<file path="config.mk">
export PLATFORM = sky130hd
export DESIGN_NAME = tcp_tx_byte_packer
export DESIGN_NICKNAME = d
export VERILOG_FILES = /design/src/rtl/tcp_tx_byte_packer_pkg.sv /design/src/rtl/tcp_tx_byte_packer_out_reg.sv /design/src/rtl/tcp_tx_byte_packer.sv
export SDC_FILE = /design/constraint.sdc
export NUM_CORES = 1
export LEC_CHECK = 0
export ABC_AREA = 1
export CORE_ASPECT_RATIO = 0.9
export CORE_MARGIN = 2
export CORE_UTILIZATION = 30
export CTS_CLUSTER_SIZE = 16
export DETAILED_ROUTE_END_ITERATION = 12
export DONT_BUFFER_PORTS = 1
export PLACE_DENSITY_LB_ADDON = 0.12
export SLEW_MARGIN = 20
export SYNTH_ARGS = -nofsm -noshare
export SYNTH_HDL_FRONTEND = slang
export SYNTH_SLANG_ARGS = --single-unit
</file>
<file path="constraint.sdc">
create_clock -name s_aclk -period 2.51 [get_ports s_aclk]
set_input_delay 0.251 -clock s_aclk [delete_from_list [all_inputs] [get_ports s_aclk]]
set_output_delay 0.251 -clock s_aclk [all_outputs]
set_load 0.02 [all_outputs]
</file>
<file path="src/rtl/tcp_tx_byte_packer_pkg.sv">
// Shared definitions for the TCP TX byte packer: segment sizing, FSM states
// and tkeep helpers.
package tcp_tx_byte_packer_pkg;

    typedef enum logic {
        ST_RUN   = 1'b0,
        ST_FLUSH = 1'b1
    } pk_state_e;

    function automatic int seg_beats(input int seg_len);
        return seg_len / 8;
    endfunction

    function automatic logic [3:0] keep_count(input logic [7:0] keep);
        logic [3:0] c;
        c = 4'd0;
        for (int i = 0; i < 8; i++) begin
            c = c + {3'b000, keep[i]};
        end
        return c;
    endfunction

    // Contiguous low-byte mask for a byte count of 0..8.
    function automatic logic [7:0] count_to_keep(input logic [3:0] n);
        logic [8:0] m;
        m = (9'd1 << n) - 9'd1;
        return m[7:0];
    endfunction

    function automatic logic keep_contig(input logic [7:0] keep);
        return keep == count_to_keep(keep_count(keep));
    endfunction

endpackage

</file>
<file path="src/rtl/tcp_tx_byte_packer_out_reg.sv">
// One-deep AXI-Stream output register: accepts a load only while free and
// holds data stable until the downstream handshake.
module tcp_axis_out_reg #(
    parameter int DATA_W = 64
) (
    input  logic                  s_aclk,
    input  logic                  s_aresetn,
    input  logic                  load,
    input  logic [DATA_W-1:0]     ld_data,
    input  logic [DATA_W/8-1:0]   ld_keep,
    input  logic                  ld_last,
    output logic                  free,
    output logic                  m_axis_tvalid,
    input  logic                  m_axis_tready,
    output logic [DATA_W-1:0]     m_axis_tdata,
    output logic [DATA_W/8-1:0]   m_axis_tkeep,
    output logic                  m_axis_tlast
);

    assign free = !m_axis_tvalid || m_axis_tready;

    always_ff @(posedge s_aclk or negedge s_aresetn) begin
        if (!s_aresetn) begin
            m_axis_tvalid <= 1'b0;
            m_axis_tdata  <= '0;
            m_axis_tkeep  <= '0;
            m_axis_tlast  <= 1'b0;
        end else if (load && free) begin
            m_axis_tvalid <= 1'b1;
            m_axis_tdata  <= ld_data;
            m_axis_tkeep  <= ld_keep;
            m_axis_tlast  <= ld_last;
        end else if (m_axis_tready) begin
            m_axis_tvalid <= 1'b0;
        end
    end

endmodule

</file>
<file path="src/rtl/tcp_tx_byte_packer.sv">
// Repacks sparse 64-bit application beats into dense beats and cuts them into
// fixed-length TCP segments, flushing residue on tlast or idle timeout.
module tcp_tx_byte_packer #(
    parameter int TCP_DATA_LENGTH = 1456,
    parameter int FLUSH_TIMEOUT   = 1024
) (
    input  logic        s_aclk,
    input  logic        s_aresetn,
    input  logic        app_axis_tvalid,
    output logic        app_axis_tready,
    input  logic [63:0] app_axis_tdata,
    input  logic [7:0]  app_axis_tkeep,
    input  logic        app_axis_tlast,
    output logic        m_axis_tvalid,
    input  logic        m_axis_tready,
    output logic [63:0] m_axis_tdata,
    output logic [7:0]  m_axis_tkeep,
    output logic        m_axis_tlast,
    output logic [31:0] seg_count,
    output logic        keep_err
);
    import tcp_tx_byte_packer_pkg::*;

    localparam int SEG_BEATS = seg_beats(TCP_DATA_LENGTH);
    localparam int BEAT_W    = $clog2(SEG_BEATS + 1);
    localparam int IDLE_W    = $clog2(FLUSH_TIMEOUT + 2);
    localparam logic [BEAT_W-1:0] BEAT_LAST  = BEAT_W'(SEG_BEATS - 1);
    localparam logic [IDLE_W-1:0] IDLE_LIMIT = IDLE_W'(FLUSH_TIMEOUT);

    function automatic logic [IDLE_W-1:0] sat_inc(input logic [IDLE_W-1:0] v);
        return (&v) ? v : v + IDLE_W'(1);
    endfunction

    pk_state_e         state_q, state_d;
    logic [55:0]       res_data_q, res_data_d;
    logic [2:0]        res_cnt_q, res_cnt_d;
    logic [BEAT_W-1:0] beat_cnt_q, beat_cnt_d;
    logic [IDLE_W-1:0] idle_cnt_q, idle_cnt_d;
    logic [31:0]       seg_count_q;
    logic              keep_err_q;

    logic              out_free;
    logic              accept;
    logic              timeout_hit;
    logic              flush_req;
    logic [3:0]        n_bytes;
    logic [3:0]        total;
    logic [7:0]        byte_mask;
    logic [63:0]       tdata_masked;
    logic [119:0]      combined;
    logic              ld;
    logic [63:0]       ld_data;
    logic [7:0]        ld_keep;
    logic              ld_last;

    assign app_axis_tready = s_aresetn && (state_q == ST_RUN) && out_free;
    assign accept          = app_axis_tvalid && app_axis_tready;
    assign seg_count       = seg_count_q;
    assign keep_err        = keep_err_q;

    // Stage p0: merge accepted bytes onto the residue and decide the next beat
    always_comb begin
        n_bytes   = keep_count(app_axis_tkeep);
        byte_mask = count_to_keep(n_bytes);
        for (int i = 0; i < 8; i++) begin
            tdata_masked[8*i +: 8] = byte_mask[i] ? app_axis_tdata[8*i +: 8] : 8'h00;
        end
        combined    = {64'h0, res_data_q} | ({56'h0, tdata_masked} << {res_cnt_q, 3'b000});
        total       = {1'b0, res_cnt_q} + n_bytes;
        timeout_hit = (FLUSH_TIMEOUT != 0) && (state_q == ST_RUN) && (idle_cnt_q == IDLE_LIMIT);
        flush_req   = (accept && app_axis_tlast) || timeout_hit;

        state_d    = state_q;
        res_data_d = res_data_q;
        res_cnt_d  = res_cnt_q;
        beat_cnt_d = beat_cnt_q;
        ld         = 1'b0;
        ld_data    = combined[63:0];
        ld_keep    = 8'hFF;
        ld_last    = 1'b0;

        case (state_q)
            ST_RUN: begin
                if (accept) begin
                    if (total >= 4'd8) begin
                        ld         = 1'b1;
                        res_data_d = combined[119:64];
                        res_cnt_d  = 3'(total - 4'd8);
                        ld_last    = (beat_cnt_q == BEAT_LAST) || (flush_req && res_cnt_d == 3'd0);
                    end else begin
                        res_data_d = combined[55:0];
                        res_cnt_d  = total[2:0];
                    end
                end
                if (ld) begin
                    beat_cnt_d = ld_last ? '0 : beat_cnt_q + BEAT_W'(1);
                end
                if (flush_req && res_cnt_d != 3'd0) begin
                    state_d = ST_FLUSH;
                end
            end
            ST_FLUSH: begin
                if (out_free) begin
                    ld         = 1'b1;
                    ld_data    = {8'h00, res_data_q};
                    ld_keep    = count_to_keep({1'b0, res_cnt_q});
                    ld_last    = 1'b1;
                    res_data_d = '0;
                    res_cnt_d  = 3'd0;
                    beat_cnt_d = '0;
                    state_d    = ST_RUN;
                end
            end
            default: state_d = ST_RUN;
        endcase

        if (state_q == ST_RUN && !accept && !flush_req && res_cnt_q != 3'd0) begin
            idle_cnt_d = sat_inc(idle_cnt_q);
        end else begin
            idle_cnt_d = '0;
        end
    end

    always_ff @(posedge s_aclk or negedge s_aresetn) begin
        if (!s_aresetn) begin
            state_q     <= ST_RUN;
            res_data_q  <= '0;
            res_cnt_q   <= 3'd0;
            beat_cnt_q  <= '0;
            idle_cnt_q  <= '0;
            seg_count_q <= 32'd0;
            keep_err_q  <= 1'b0;
        end else begin
            state_q    <= state_d;
            res_data_q <= res_data_d;
            res_cnt_q  <= res_cnt_d;
            beat_cnt_q <= beat_cnt_d;
            idle_cnt_q <= idle_cnt_d;
            if (m_axis_tvalid && m_axis_tready && m_axis_tlast) begin
                seg_count_q <= seg_count_q + 32'd1;
            end
            if (accept && !keep_contig(app_axis_tkeep)) begin
                keep_err_q <= 1'b1;
            end
        end
    end

    // Stage p1: registered output beat
    tcp_axis_out_reg #(
        .DATA_W(64)
    ) u_out_reg (
        .s_aclk       (s_aclk),
        .s_aresetn    (s_aresetn),
        .load         (ld),
        .ld_data      (ld_data),
        .ld_keep      (ld_keep),
        .ld_last      (ld_last),
        .free         (out_free),
        .m_axis_tvalid(m_axis_tvalid),
        .m_axis_tready(m_axis_tready),
        .m_axis_tdata (m_axis_tdata),
        .m_axis_tkeep (m_axis_tkeep),
        .m_axis_tlast (m_axis_tlast)
    );

endmodule

</file>
Yosys cells after proc, flatten, opt, wreduce, memory -nomap -nowiden
Cells that the tools add are included.
Widths: inputs -> output; s select.
{"block": "totals", "reg_bits": 186, "inputBits": 77}
{"block": "classes", "n_shift": 3, "n_eq_ne": 7, "bitwise": 2, "n_addsub": 14, "n_reduce_logical": 28, "mux": 41, "n_lt_le_gt_ge": 1}
{"cell": "$mux 56", "count": 3}
{"cell": "$mux 64", "count": 2}
{"cell": "$or 56x120->120", "count": 1}
{"cell": "$shl 64x6->120", "count": 1}
{"cell": "$pmux 56 s2", "count": 1}
{"cell": "$mux 8", "count": 13}
{"cell": "$add 32x1->32 const B", "count": 1}
{"cell": "$mux 11", "count": 2}
{"cell": "$add 4x1->4", "count": 4}
{"cell": "$pmux 8 s2", "count": 1}
{"cell": "$sub 8x1->8 const B", "count": 2}
{"cell": "$logic_and 1x1->1", "count": 14}
{"cell": "$mux 3", "count": 4}
{"cell": "$add 11x1->11 const B", "count": 1}
{"cell": "$eq 11x11->1 const B", "count": 1}
{"cell": "$mux 1", "count": 11}
{"cell": "$reduce_and 11->1", "count": 1}
{"cell": "$add 8x1->8 const B", "count": 1}
{"cell": "$eq 8x8->1", "count": 1}
{"cell": "$eq 8x8->1 const B", "count": 1}
{"cell": "$shl 1x3->8 const A", "count": 1}
{"cell": "$shl 1x4->8 const A", "count": 1}
{"cell": "$pmux 1 s2", "count": 3}
{"cell": "$pmux 3 s2", "count": 1}
{"cell": "other kinds (15)", "count": 24}

Logic depth before layout (Yosys ltp)
Gate-level depths: netlist (run 1).
{"block": "depth", "ltp_word": 18, "depth_mapped": 25}

By module
From an unflattened synthesis (run 1), not the netlist that was laid out.
{"block": "hier_totals", "cells_unflattened": 1828, "hier_area_um2": 12710.9}
{"mod": "tcp_tx_byte_packer", "area_each_um2": 9750.6, "cells_per_inst": 1507, "seq_area_each_um2": 2802.7, "n_inst": 1}
{"mod": "tcp_axis_out_reg", "area_each_um2": 2960.3, "cells_per_inst": 321, "seq_area_each_um2": 1851.8, "n_inst": 1}

Worst setup path before layout (run 1)
No wires, ideal clock.
{"block": "synth_timing", "kind": "input-to-reg", "startpoint": "input app_axis_tkeep[0]", "endpoint": "register res_data_q[27]", "setup_ns": 0.066, "path_buffers": 0, "cell_stages": 22, "path_slack_ns": -1.808, "arrival_ns": 4.252, "path_cell_list": "fa_1 inv_1 fa_1 fa_1 inv_1 ha_1 inv_1 fa_1 inv_1 nor2_2 nand3_4 ha_1 inv_1 nand2_1 o21ai_2 or2_1 nand2_1 o21bai_1 nand2_1 nand2_1 nand2_1 nand2_1"}
{"block": "synth_between", "elab_chain_cells": 15, "word_cells_on_any_way": 24, "cone_classes": "9 x add/sub; 1 x order compare; 2 x shift; 11 x mux; 1 x bitwise"}
{"item": "start: declaration", "line": "tcp_tx_byte_packer.sv:12", "rtl": "input logic [7:0] app_axis_tkeep,"}
{"item": "$add 1x1->2 *", "line": "tcp_tx_byte_packer_pkg.sv:18", "rtl": "c = c + {3'b000, keep[i]};"}
{"item": "$add 2x1->3 *", "line": "tcp_tx_byte_packer_pkg.sv:18"}
{"item": "$add 3x1->4 *", "line": "tcp_tx_byte_packer_pkg.sv:18"}
{"item": "$add 4x1->4 * (4 in a row)", "line": "tcp_tx_byte_packer_pkg.sv:18"}
{"item": "$shl 1x4->8", "line": "tcp_tx_byte_packer_pkg.sv:26", "rtl": "m = (9'd1 << n) - 9'd1;"}
{"item": "$sub 8x1->8", "line": "tcp_tx_byte_packer_pkg.sv:26"}
{"item": "$mux 8", "line": "tcp_tx_byte_packer.sv:66", "rtl": "tdata_masked[8*i +: 8] = byte_mask[i] ? app_axis_tdata[8*i +: 8] : 8'h00;"}
{"item": "$shl 64x6->120", "line": "tcp_tx_byte_packer.sv:68", "rtl": "combined = {64'h0, res_data_q} | ({56'h0, tdata_masked} << {res_cnt_q, 3'b000});"}
{"item": "$or 56x120->120", "line": "tcp_tx_byte_packer.sv:68"}
{"item": "$mux 56 *", "line": "tcp_tx_byte_packer.sv:85", "rtl": "if (total >= 4'd8) begin"}
{"item": "$mux 56 *", "line": "tcp_tx_byte_packer.sv:84", "rtl": "if (accept) begin"}
{"item": "$pmux 56 s2 *", "line": "tcp_tx_byte_packer.sv:82", "rtl": "case (state_q)"}
{"item": "end signal: assignment", "line": "tcp_tx_byte_packer.sv:135", "rtl": "res_data_q <= res_data_d;"}
{"item": "end: declaration", "line": "tcp_tx_byte_packer.sv:35", "rtl": "logic [55:0] res_data_q, res_data_d;"}
Every way passes the cells marked *; elsewhere a longest branch is shown, timed or not. The select of a mux whose other input is x is not followed.
A chain may end at the register's enable or synchronous reset.

Final worst setup path (run 1)
{"block": "layout_timing", "startpoint": "input app_axis_tkeep[0]", "endpoint": "register res_data_q[32]"}
The elaborated chain is that of the path after synthesis.

==> results of run 1 <==
layout make-up:
class | count | area [sq um]
diodes | 2 | 5.00
repair buffers | 231 | 2430
repair inverters | 1 | 20.0
clock inverters | 13 | 208
flip-flops and latches | 186 | 4660
clock buffers | 19 | 443
fillers | 4029 | 22400
well taps | 532 | 666
inverters | 137 | 554
multi-input cells | 1300 | 8320
path summary, 6_finish.rpt:
path	start	end	slack, ns	cells after the start
setup / recovery	app_axis_tkeep[0]	res_data_q[32]	-1.33	20
hold / removal	s_aresetn	res_data_q[4]	-0.53	0
setup reg to reg	res_cnt_q[2]	res_data_q[37]	0	9
hold reg to reg	res_data_q[36]	res_data_q[36]	0.50	2
max in group asynchronous	s_aresetn	u_out_reg.m_axis_tdata[14]	2.65	0
min in group s_aclk	m_axis_tready	seg_count[3]	0.06	3
Yosys cell counts, drive strengths merged:
master / number / area share (%)
nor3: 19 / 0.91
inv: 134 / 4.1
clkbuf: 38 / 1.2
a31o: 4 / 0.29
o22ai: 8 / 0.41
buf: 51 / 2.3
or2: 7 / 0.36
a32o: 1 / 0.083
o21bai: 16 / 0.99
nor2: 81 / 2.8
nor3b: 1 / 0.062
o211ai: 31 / 1.9
a31oi: 26 / 1.3
o221ai: 8 / 0.58
nand3: 238 / 11
fa: 5 / 0.83
and3: 3 / 0.15
ha: 12 / 1.2
o21ai: 73 / 3.3
mux2: 1 / 0.093
nand2: 659 / 21
dfrtp: 186 / 38
xnor2: 14 / 1.0
nand3b: 2 / 0.12
a21oi: 36 / 1.5
a21o: 1 / 0.062
a22oi: 1 / 0.062
nand4: 16 / 1.0
xor2: 27 / 2.1
nor4: 6 / 0.43
clkinv: 3 / 0.093
power by group through the flow:
stage | combinational (W) | clock (W) | sequential [W]
6_report | 0.0172 | 0.00311 | 0.00549
4_1_cts | 0.0144 | 0.00318 | 0.00547
3_5_place_dp | 0.0131 | 0 | 0.00550
5_1_grt | 0.0185 | 0.00328 | 0.00562
3_3_place_gp | 0.0130 | 0 | 0.00551
2_1_floorplan | 0.00796 | 0 | 0.00518
layout by cell type, fill, tap and decap left out, types with 8 or more instances in the layout:
cell,count
nand2_1,571
dfrtp_1,184
buf_4,163
nand3_1,111
inv_1,106
nand3_2,80
nand2_2,67
nor2_1,52
nand3_4,47
o21ai_1,34
o211ai_1,31
clkbuf_16,30
buf_6,27
xor2_1,25
inv_2,23
buf_12,22
a21oi_1,21
nor2_4,19
a31oi_1,18
nand2_4,17
o21ai_2,17
o21bai_1,15
nand4_1,14
o21ai_0,14
xnor2_1,14
nor3_1,13
a21oi_2,12
nor2_2,10
o21ai_4,8
ha_1,8
kinds of logic after synthesis:
family	synth area share (%)
AO/OA/AOI/OAI	10.5
adder cells (fa/ha/maj)	2.06
XOR/XNOR	3.11
AND/OR/NAND/NOR	38.1
multiplexers	0.0928
flip-flops	38.4
buffers and inverters	7.75
through the flow:
stage          hold WS, ns  setup slack, ns  total power [W]  area, sq um
6_report            -0.533            -1.33           0.0258        17300
5_1_grt             -0.554            -1.45           0.0274        17300
4_1_cts             -0.547            -1.23           0.0231        15700
3_5_place_dp       -0.0306            -1.87           0.0186        14300
3_3_place_gp       -0.0299            -1.87           0.0185        14300
2_1_floorplan      -0.0446            -1.58           0.0131        12500
timing repair:
| item | 4_1_cts | 5_1_grt |
|---|---|---|
| cloned | 6 | 17 |
| setup endpoints to repair | 142 | 142 |
| buffers inserted | 8 | 16 |
| resized for setup | 123 | 238 |
| pin swaps | 25 | 92 |
| hold endpoints to repair | 188 | 186 |
routing by layer:
metal,part of all wire [%],vias to the layer above
met5,0.024,-
met3,7.9,63
met1,45,6045
li1,-,5943
met2,44,391
met4,2.4,2
sequential cells by signal, summed over array words and instances (netlist names):
signal	flops
res_cnt_q	3
u_out_reg.m_axis_tvalid	1
beat_cnt_q	8
seg_count	32
u_out_reg.m_axis_tdata	64
u_out_reg.m_axis_tkeep	8
res_data_q	56
idle_cnt_q	11
u_out_reg.m_axis_tlast	1
keep_err	1
state_q	1
==> impl_metrics.tcl, run 1 <==
set metrics [dict create \
    status "complete, but fails checks" \
    violations "negative hold slack, negative setup slack" \
    sequentialPowerShare_pct 21.2 \
    finalCriticalPeriod_ns 3.84 \
    synth.yosys.seq_area_share_pct 38.4 \
    cts_tree "built" \
    number_of_maximum_capacitance_constraint_violations 0 \
    power_per_cell_area_mw_per_mm2 1490 \
    cts_hold_buffers 1 \
    critical_path.startpoint_type "primary input" \
    clockRootBuffer "clkbuf_16" \
    h-tree-depth 4 \
    final_min_period_over_clock_period_pct 153 \
    routed_wl_mm 53.8 \
    timing.critical_path.to_type "register" \
    initial_core_util_pct 30.5 \
    crit_arrival_ns 4.26 \
    power.clock.fraction_pct 12.0 \
    drt_iter0_markers 1098 \
    maxClockFrequency_mhz 260 \
    place.detailed.hpwl_mm 37.6 \
    detail_route.wl_per_cell_um 22.2 \
    busiest_layer "met2" \
    finalNonFillerCells 2421 \
    io_buffers 0 \
    timing.hold.ws_ns -0.533 \
    groute.usage.overall_pct 24.4 \
    switchingPower_w 0.0132 \
    power.share.switching_pct 51.0 \
    grt-ovfl-total 0 \
    die_h_um 195 \
    number_of_clock_sinks 186 \
    floorplan.io_pins 185 \
    p_comb_share_pct 66.7 \
    drt-vias-per-instance 5.14 \
    row_count 69 \
    place.gp.congestion 0.983 \
    report.final.hold_viol_count 186 \
    worst_path_max_delay_cell "fa_1" \
    finalSetupViolCount 142 \
    chipWidth_um 216 \
    finalCoreUtilization_pct 43.6 \
    final_layout_size_suffix_gt1_share_pct 33.0 \
    report.final.slew_viol_count 0 \
    cts.clk_slew.worst_paths_ns 0.08 \
    synthToLayoutAreaGrowth_pct 42.6 \
    timing.clock.skew_ns 0.0159 \
    slew_headroom_pct 54.0 \
    cts-root-to-sink-buffers 2 \
    max-vdd-ir-drop_mv 0.793 \
    met3_usage_pct 6.90 \
    worstSkewPairLatency_ns 0.48 \
    critical-path-max-stage-delay_ns 0.52 \
    cellInternalPower_w 0.0127 \
    via_count_of_the_first_global_routing_pass 11800 \
    total_die_area_sq_mm 0.0421 \
    postSynthNetCount 1802 \
    antenna_left 0 \
    first_pass_iters 5 \
    fin_tns_setup_ns -174.39 \
    crit_chain "fa_1 > inv_1 > fa_1 > fa_1 > inv_2 > ha_4 > inv_2 > fa_2 > buf_6 > nand4_1 > ha_4 > nand4_1 > nand2_8 > buf_12 > nand3_2 > nand3_1 > nand3_2 > nand2_1 > nand2_1 > nand2_1" \
    unrepaired_setup_endpoints_after_global_routing "true" \
    drc 0 \
    cpLargestDelayFamily "adder cells" \
    transition_time_at_the_pin_with_the_least_slew_margin_ns 0.689 \
    crit_path_max_fanout 7 \
    worst-path-buf-inv 5 \
    grt_pass1_wl_mm 76.5 \
    hold_path_class "primary input to async pin" \
    fp.coreArea_sq_mm 0.0397 \
    grt_start_max_net_pins 188 \
    number_of_antenna_violations_at_the_first_check_in_global_routing 3 \
    synthesis.area_per_instance_sq_um 7.10 \
    post_synth_num_cell_types 52 \
    total_leakage_power_nw 8.16 \
    synth_warnings 0 \
    route.vias.total 12400 \
    cts_buffers 17 \
    cp.required_ns 2.93 \
    netlist_instances 1708 \
    placedCellCount 2340 \
    global_route_met2_utilization_pct 37.1 \
    use_met1_pct 33.7 \
    postLayoutSetupSlackWorst_ns -1.33 \
    synth.ff_latch_count 186 \
    type_of_the_worst_setup_path "primary input to register" \
    final_nets 1968 \
    mappedNetlistArea_sq_mm 0.0121 \
]
No activity file was read; power rests on OpenSTA's default activity.
==> run 2: changes to the inputs <==
CORE_UTILIZATION = 50   (was 30)
==> run 2 against run 1 <==
The flow still finishes with violations (negative hold slack, negative setup slack); clock power down 13%; clock-buffer cell count unchanged; sequential share of layout area up 0.97 points; wire length down 11%; critical path type unchanged; design area down 3.5%; setup slack worse by 0.089 ns; first-iteration DRC count up 41%; combinational power about the same; die area down 39%; register-to-register slack better by 0.24 ns; non-clock buffer count down 12; critical path depth up 2; highest routed layer is now met4; critical endpoint is now res_data_q[25].
==> impl_metrics.tcl, run 2 (synthesized netlist as in run 1, its figures left out) <==
set metrics [dict create \
    largest_register_ffs 64 \
    report.final.slew_viol_count 0 \
    crit_chain "fa_1 > inv_1 > fa_1 > fa_1 > inv_2 > ha_4 > inv_2 > fa_2 > inv_4 > ha_4 > a21oi_4 > nand2_4 > xor2_4 > buf_12 > nor2_4 > buf_4 > buf_12 > buf_4 > nand3_1 > nand2_1 > nand2_1 > nand2_1" \
    drt-vias-per-instance 5.91 \
    postLayoutSetupSlackWorst_ns -1.42 \
    cts_tree "built" \
    placed_cell_area_sq_mm 0.0138 \
    first_pass_iters 5 \
    place.gp.congestion 0.972 \
    timing.clock.skew_ns 0.00985 \
    h-tree-depth 4 \
    io_buffers 0 \
    clockRootBuffer "clkbuf_16" \
    detail_route.wl_per_cell_um 21.9 \
    report.final.hold_viol_count 186 \
    finalSetupViolCount 142 \
    unrepaired_setup_endpoints_after_global_routing "true" \
    die_h_um 152 \
    number_of_maximum_capacitance_constraint_violations 0 \
    fin_tns_setup_ns -187.81 \
    power.clock.fraction_pct 10.8 \
    transition_time_at_the_pin_with_the_least_slew_margin_ns 0.696 \
    layout_common_cells "530 x nand2_1, 184 x dfrtp_1, 158 x buf_4, 124 x nand3_1, 105 x inv_1" \
    groute.usage.overall_pct 35.3 \
    timing.rr.end "res_data_q[25]" \
    number_of_clock_sinks 186 \
    cts-root-to-sink-buffers 2 \
    worst_path_max_delay_cell "fa_2" \
    placedCellCount 2098 \
    drt_iter0_markers 1544 \
    final_nets 1957 \
    place.detailed.hpwl_mm 31.6 \
    layout.cells.most_common "nand2_1" \
    hold_path_class "primary input to async pin" \
    diodes 0 \
    grt_start_max_net_pins 188 \
    power_per_cell_area_mw_per_mm2 1500 \
    number_of_antenna_violations_at_the_first_check_in_global_routing 0 \
    chipWidth_um 168 \
    slew_headroom_pct 53.6 \
    cts_buffers 17 \
    critical-path-max-stage-delay_ns 0.57 \
    multi_input_comb_area_sq_mm 0.00823 \
    route.vias.total 12900 \
    fp.coreArea_sq_mm 0.0241 \
    fill_cells 1930 \
    cp.required_ns 2.84 \
    grt-ovfl-total 0 \
    cts.clk_slew.worst_paths_ns 0.08 \
    regToRegSetupSlack_ns 0.24 \
    maxClockFrequency_mhz 254 \
    cts_hold_buffers 1 \
    drc 0 \
    max_flop_register "u_out_reg.m_axis_tdata" \
    grt_pass1_wl_mm 67.8 \
    cellInternalPower_w 0.0121 \
    timing.critical_path.to_type "register" \
    via_count_of_the_first_global_routing_pass 11400 \
    worstSkewPairLatency_ns 0.44 \
    finalCriticalPeriod_ns 3.93 \
    regArea_sq_mm 0.00466 \
    crit_path_max_fanout 7 \
    crit_reg_reg_startpoint "res_cnt_q[0]" \
    critical_path.startpoint_type "primary input" \
    finalNonFillerCells 2184 \
    sequentialPowerShare_pct 21.9 \
    worst-path-buf-inv 8 \
    reg2regPathDepth 13 \
    row_count 54 \
    cpLargestDelayFamily "adder cells" \
    total_leakage_power_nw 7.98 \
    switchingPower_w 0.0130 \
    antenna_left 0 \
    floorplan.io_pins 185 \
    final_layout_size_suffix_gt1_share_pct 34.1 \
    timing.hold.ws_ns -0.504 \
    power.share.switching_pct 51.7 \
    crit_arrival_ns 4.26 \
    p_comb_share_pct 67.3 \
    type_of_the_worst_setup_path "primary input to register" \
    final_min_period_over_clock_period_pct 157 \
    synthToLayoutAreaGrowth_pct 37.7 \
    final_area_sq_mm 0.0167 \
    violations "negative hold slack, negative setup slack" \
    finalCoreUtilization_pct 69.4 \
    max-vdd-ir-drop_mv 0.727 \
    post-layout-total-power_w 0.0251 \
    routed_wl_mm 47.8 \
    total_die_area_sq_mm 0.0255 \
    initial_core_util_pct 50.4 \
    status "complete, but fails checks" \
]
==> run 2: metal layers <==
metal  up-vias  GRT usage [%]  part of all wire [%]
li1       5929              -                     -
met1      6136           50.8                    41
met2       699           51.2                    43
met3       148           10.6                    12
met4         0           10.6                   4.1
met5         -           1.19                     0
==> run 2: area by class of cell <==
class                      count  area share (%)
tap                          308            2.31
clock inverter                13           0.802
sequential                   186            27.9
inverter                     137            3.33
clock buffer                  19            2.65
multi-input combinational   1300            49.3
timing repair inverter         2           0.195
timing repair buffer         219            13.5
==> run 2: timing repair <==
item | in CTS | in global routing
resized for setup | 188 | 196
cloned | 11 | 10
buffers inserted | 18 | 21
endpoints found under the hold margin | 188 | 186
pin swaps | 68 | 70
setup endpoints to repair | 142 | 142
==> run 2: worst max-delay path by stage <==
stage | start | to | slack (ns) | depth (start not counted)
finish | app_axis_tkeep[0] | res_data_q[25] | -1.42 | 22
global route | app_axis_tkeep[0] | u_out_reg.m_axis_tdata[28] | -1.54 | 20
CTS | app_axis_tkeep[0] | u_out_reg.m_axis_tdata[28] | -1.32 | 19
detailed placement | app_axis_tkeep[0] | res_data_q[30] | -1.91 | 21
global placement | app_axis_tkeep[0] | res_data_q[30] | -1.92 | 21
floorplan | app_axis_tkeep[0] | beat_cnt_q[2] | -1.58 | 20
==> run 2: stage by stage <==
step	setup WS, ns	hold WS, ns
after floorplan	-1.58	-0.0446
after global placement	-1.92	-0.0394
after detailed placement	-1.91	-0.0404
after CTS	-1.32	-0.513
after global routing	-1.54	-0.526
final	-1.42	-0.504
==> run 2: power groups by stage <==
stage | logic [W] | registers [W] | clock network [W]
6_report | 0.0169 | 0.00550 | 0.00270
5_1_grt | 0.0180 | 0.00560 | 0.00284
4_1_cts | 0.0142 | 0.00544 | 0.00272
3_5_place_dp | 0.0123 | 0.00546 | 0
3_3_place_gp | 0.0121 | 0.00545 | 0
2_1_floorplan | 0.00796 | 0.00518 | 0
